<file path="config.mk">
export PLATFORM = sky130hd
export DESIGN_NAME = mem_stage_sram_ctrl
export DESIGN_NICKNAME = d
export VERILOG_FILES = /design/src/rtl/mem_stage_sram_ctrl.sv
export SDC_FILE = /design/constraint.sdc
export NUM_CORES = 1
export LEC_CHECK = 0
export CAP_MARGIN = 5
export CORE_MARGIN = 4
export CORE_UTILIZATION = 42
export DETAILED_ROUTE_END_ITERATION = 10
export HOLD_SLACK_MARGIN = 0.08
export PLACE_DENSITY = 0.89
export SLEW_MARGIN = 20
export SYNTH_ARGS = -nofsm -noshare
export SYNTH_HDL_FRONTEND = slang
export SYNTH_SLANG_ARGS = --single-unit
export TNS_END_PERCENT = 5
</file>
<file path="constraint.sdc">
create_clock -name i_clk -period 2.7 [get_ports i_clk]
set_clock_uncertainty 0.05 [all_clocks]
set_input_delay 0.54 -clock i_clk [delete_from_list [all_inputs] [get_ports i_clk]]
set_output_delay 0.54 -clock i_clk [all_outputs]
set_load 0.02 [all_outputs]
</file>
<file path="src/rtl/mem_stage_sram_ctrl.sv">
// Memory-stage load/store responder driving an asynchronous SRAM with a fixed-length access.
// Handshake: o_ready=1 means no access is pending; while o_ready=0 the pipeline must hold its request stable.
module mem_stage_sram_ctrl #(
  parameter int WAIT_CYCLES = 5,
  parameter int BASE_ADDR   = 1024,
  parameter int ADDR_W      = 16,
  parameter int DATA_W      = 32
) (
  input  logic              i_clk,
  input  logic              i_rst,
  input  logic              i_rd_en,
  input  logic              i_wr_en,
  input  logic [31:0]       i_address,
  input  logic [DATA_W-1:0] i_write_data,
  output logic [DATA_W-1:0] o_read_data,
  output logic              o_ready,
  output logic [ADDR_W-1:0] o_sram_addr,
  output logic [DATA_W-1:0] o_sram_wdata,
  input  logic [DATA_W-1:0] i_sram_rdata,
  output logic              o_sram_we_n,
  output logic              o_sram_oe_n,
  output logic [1:0]        o_state
);

  localparam int               CNT_W   = $clog2(WAIT_CYCLES + 1);
  localparam logic [CNT_W-1:0] LP_LAST = CNT_W'(WAIT_CYCLES - 1);
  localparam logic [31:0]      LP_BASE = 32'(BASE_ADDR);

  typedef enum logic [1:0] {
    S_IDLE   = 2'd0,
    S_ACCESS = 2'd1,
    S_DONE   = 2'd2
  } state_t;

  state_t            r_state;
  state_t            w_next_state;
  logic [CNT_W-1:0]  r_cnt;
  logic [DATA_W-1:0] r_read_data;
  logic [ADDR_W-1:0] r_sram_addr;
  logic [DATA_W-1:0] r_sram_wdata;
  logic              r_sram_we_n;
  logic              r_sram_oe_n;
  logic              w_ready;
  logic              w_start;
  logic              w_last;

  always_ff @(posedge i_clk) begin
    if (i_rst) begin
      r_state <= S_IDLE;
    end else begin
      r_state <= w_next_state;
    end
  end

  // Stall is combinational in IDLE so the request cycle itself already freezes the pipeline.
  always_comb begin
    w_next_state = r_state;
    w_ready      = 1'b0;
    w_start      = 1'b0;
    w_last       = 1'b0;
    case (r_state)
      S_IDLE: begin
        w_ready = ~(i_rd_en | i_wr_en);
        w_start = i_rd_en | i_wr_en;
        if (w_start) begin
          w_next_state = S_ACCESS;
        end
      end
      S_ACCESS: begin
        w_last = (r_cnt == LP_LAST);
        if (w_last) begin
          w_next_state = S_DONE;
        end
      end
      S_DONE: begin
        w_ready      = 1'b1;
        w_next_state = S_IDLE;
      end
      default: begin
        w_next_state = S_IDLE;
      end
    endcase
  end

  always_ff @(posedge i_clk) begin
    if (i_rst) begin
      r_cnt        <= '0;
      r_read_data  <= '0;
      r_sram_addr  <= '0;
      r_sram_wdata <= '0;
      r_sram_we_n  <= 1'b1;
      r_sram_oe_n  <= 1'b1;
    end else if (w_start) begin
      r_cnt       <= '0;
      r_sram_addr <= ADDR_W'((i_address - LP_BASE) >> 2);
      // A simultaneous read and write is treated as a write only.
      if (i_wr_en) begin
        r_sram_wdata <= i_write_data;
        r_sram_we_n  <= 1'b0;
      end else begin
        r_sram_oe_n <= 1'b0;
      end
    end else if (r_state == S_ACCESS) begin
      r_cnt <= r_cnt + CNT_W'(1);
      if (w_last) begin
        if (!r_sram_oe_n) begin
          r_read_data <= i_sram_rdata;
        end
        r_sram_we_n <= 1'b1;
        r_sram_oe_n <= 1'b1;
      end
    end
  end

  assign o_ready      = w_ready;
  assign o_read_data  = r_read_data;
  assign o_sram_addr  = r_sram_addr;
  assign o_sram_wdata = r_sram_wdata;
  assign o_sram_we_n  = r_sram_we_n;
  assign o_sram_oe_n  = r_sram_oe_n;
  assign o_state      = r_state;

endmodule
</file>
==> results.py <==
metrics = {
    "critical_path": {
        "crit_top_cell": "nor2_1",
        "required_ns": 2.11,
        "critical-path-top-delay-family": "buffers and inverters",
        "reg2reg_to": "o_read_data[12]",
        "critical_path.startpoint_type": "input port",
        "slowest_delay_ns": 0.61,
        "cp_cell_sequence": "clkdlybuf4s50_1 -> nor2_1 -> nor2_1 -> nor2_1 -> clkdlybuf4s50_1",
        "rrSetupSlack_ns": 1.00,
        "path_max_fanout": 4,
        "worstSetupPathType": "input port to output pin",
        "arrival_ns": 1.88,
        "r2r_start": "o_sram_oe_n",
        "end_kind": "output pin",
        "cp_slowest_cell": "clkdlybuf4s50_1",
        "rr_worst_depth": 3,
        "crit_buf_inv": 2,
    },
    "drt": {
        "wl_per_cell_um": 15.9,
        "drtIter0Drc": 130,
        "dr.pass1.iters": 4,
        "wl_met2_mm": 4.91,
        "met1_length_mm": 4.18,
        "wl_mm": 10.0,
        "vias_per_cell": 5.25,
        "via_count": 3308,
        "dr_wl_met3_um": 775,
        "highest_layer": "met4",
        "route.detailed.drc": 0,
        "ant_nets": 0,
    },
    "pwr": {
        "seqPwrFrac_pct": 46.1,
        "p_per_area_nw_per_um2": 556,
        "cell_internal_pwr_mw": 2.26,
        "power_frac_comb_pct": 17.4,
        "vdd_drop_max_mv": 0.313,
        "sw_frac_of_total_pct": 24.4,
        "p_clk_share_pct": 36.5,
        "p_switching_mw": 0.727,
        "p_leak_nw": 1.94,
    },
    "clock_tree": {
        "cts_tree": "built",
        "cts.clk_slew.worst_paths_ns": 0.08,
        "cts_buffer_depth": 2,
        "tritoncts.num_buffers": 9,
        "cts_setup_buffers": 0,
        "hold_buffers": 0,
        "insertion_delay_ns": 0.33,
        "cts.sink_count": 87,
        "cts_resized": 0,
        "cts_root_buffer": "clkbuf_8",
        "htreeDepth": 3,
    },
    "min_path": {
        "worst_hold_path_type": "register to register",
        "hold_depth": 2,
        "whs_endpoint": "o_sram_addr[3]",
        "min-delay-start": "o_sram_addr[3]",
    },
    "place": {
        "portBuffers": 168,
        "finalWeightedCongestion": 0.775,
        "placed_cells": 614,
        "dpl.hpwl_mm": 7.15,
        "dpl_worst_slack_ns": 0.241,
    },
    "sta": {
        "worst_pin_slew_ns": 0.948,
        "fmax_mhz": 405,
        "setup_violations": 0,
        "slew_violations": 0,
        "fin_crit_sh_pct": 91.4,
        "grt_setup_unrepaired": "false",
        "final.min_clock_period_ns": 2.47,
        "timing.final.ws_setup_ns": 0.232,
        "slew_headroom_pct": 36.8,
        "tns_ns": 0,
        "finalHoldViolCount": 0,
    },
    "synthesis": {
        "synth_cell_types": 33,
        "seq_area_frac_synth_pct": 51.9,
        "syn_nets": 473,
        "syn-instance-count": 370,
        "ys_ff_latch": 87,
        "ys_warn_count": 0,
        "synth_area_um2": 3360,
        "avgSynthCellArea_um2": 9.08,
    },
    "grt": {
        "globalRouteTotalUtil_pct": 20.5,
        "grt_pass1_wl_mm": 16.2,
        "grt_overflow": 0,
        "antenna_found_initial": 0,
        "grt_start_max_net_pins": 88,
        "grt_pass1_vias": 3334,
    },
    "floorplan": {
        "rows": 32,
        "initial_core_util_pct": 43.2,
        "die_area_um2": 9490,
        "core_area_um2": 7770,
        "die_height_um": 97.4,
        "num_io_pins": 185,
        "die_x_um": 97.4,
    },
    "cells_and_area": {
        "nets": 626,
        "regArea_um2": 1740,
        "fin_util_pct": 69.0,
        "fin_cells": 630,
        "multi_input_comb_area_um2": 1460,
        "antenna_cells": 0,
        "fillers": 606,
        "syn_to_final_growth_pct": 59.6,
        "drive_gt1_share_pct": 6.06,
    },
    "flow_run": {
        "drv_cap": 0,
    },
    "run_status": {
        "outcome": "complete, no violations",
    },
}
-- registers in the layout (all words and copies together), names as in the netlist --
register,count
o_sram_addr,16
o_sram_oe_n,1
o_sram_we_n,1
o_read_data,32
r_cnt,3
o_state,2
o_sram_wdata,32
-- area by class of cell --
class,count,area share [%]
flip-flops and latches,87,32.5
inverters,6,0.420
clock inverters,5,1.96
repair buffers,176,32.9
well taps,102,2.38
multi-input cells,243,27.3
clock buffers,11,2.64
-- placed cells by master (no fill, tap or decap), types with 2 or more instances in the layout --
cell             count
clkdlybuf4s50_1    167
buf_4                6
ha_1                 3
mux2i_1             33
clkbuf_8            10
o21ai_0             44
clkinvlp_4           2
nand2b_1             2
or2_2                3
dfxtp_1             87
a311oi_1             3
xor2_1               2
a311oi_2             2
nor3_1               3
bufinv_16            3
buf_12               2
nand3_1             40
a211oi_1             3
a21oi_1             48
inv_1                6
nor2_1              40
or3_1                3
-- logic make-up (layout without fill, tap and decap cells) --
logic type               after synthesis  in the layout  synth area share, %
AND/OR/NAND/NOR                      101            101                 14.9
flip-flops                            87             87                 51.9
adder cells (fa/ha/maj)                3              3                 1.12
buffers and inverters                 40            198                 4.77
multiplexers                          33             33                 9.84
AO/OA/AOI/OAI                        103            103                 16.8
XOR/XNOR                               3              3                0.783
-- routing by layer --
layer	GRT usage, %	up-vias
met5	0	-
met4	5.64	0
met3	7.11	10
met2	35.1	138
met1	24.5	1555
li1	-	1605
-- how the worst max path moves through the flow --
stage / start / depth (start not counted) / endpoint / slack (ns)
floorplan: i_address[10] / 5 / o_sram_addr[14] / 0.83
global placement: i_wr_en / 5 / o_ready / 0.25
detailed placement: i_address[10] / 6 / o_sram_addr[14] / 0.24
CTS: i_wr_en / 5 / o_ready / 0.22
global route: i_wr_en / 5 / o_ready / 0.11
finish: i_wr_en / 5 / o_ready / 0.23
-- cell usage after synthesis --
library cell	number	area [um^2]
dfxtp_1	87	1740
a21oi_1	48	240
o21ai_0	44	220
nand3_1	40	200
nor2_1	40	150
mux2i_1	33	330
clkbuf_1	25	93.8
buf_2	8	40.0
inv_1	6	22.5
a211oi_1	3	22.5
a311oi_1	3	26.3
ha_1	3	37.5
nor3_1	3	15.0
or2_2	3	18.8
or3_1	3	18.8
a311oi_2	2	30.0
nand2b_1	2	12.5
xor2_1	2	17.5
a22oi_1	1	7.51
and4b_1	1	10.0
buf_1	1	3.75
nand2_1	1	3.75
nand3b_1	1	7.51
nand4b_1	1	8.76
nor2b_1	1	6.26
nor3b_1	1	7.51
o31ai_1	1	7.51
o32ai_1	1	8.76
or2b_1	1	7.51
or3_4	1	11.3
or4_4	1	11.3
or4b_1	1	10.0
xnor2_1	1	8.76
-- stage by stage --
stage          area, um^2  total power [mW]  hold slack [ns]
6_report             5360              2.98            0.428
5_1_grt              5360              3.11            0.450
3_5_place_dp         5110              1.92            0.419
2_1_floorplan        3360              1.64            0.463
4_1_cts              5360              3.01            0.430
3_3_place_gp         5110              1.91            0.409
-- power groups by stage --
stage / Clock, mW / Combinational [mW] / Sequential (mW)
detailed placement: 0 / 0.519 / 1.40
CTS: 1.12 / 0.521 / 1.38
global route: 1.17 / 0.556 / 1.38
floorplan: 0 / 0.174 / 1.46
finish: 1.09 / 0.520 / 1.37
global placement: 0 / 0.512 / 1.40
-- tightest hold or removal path: cells and delay by family (launching register included) --
| kind | cells | cell delay, ns |
|---|---|---|
| compound gates | 2 | 0.12 |
| flops | 1 | 0.31 |
Note: power is estimated with default switching activity, not from simulation.
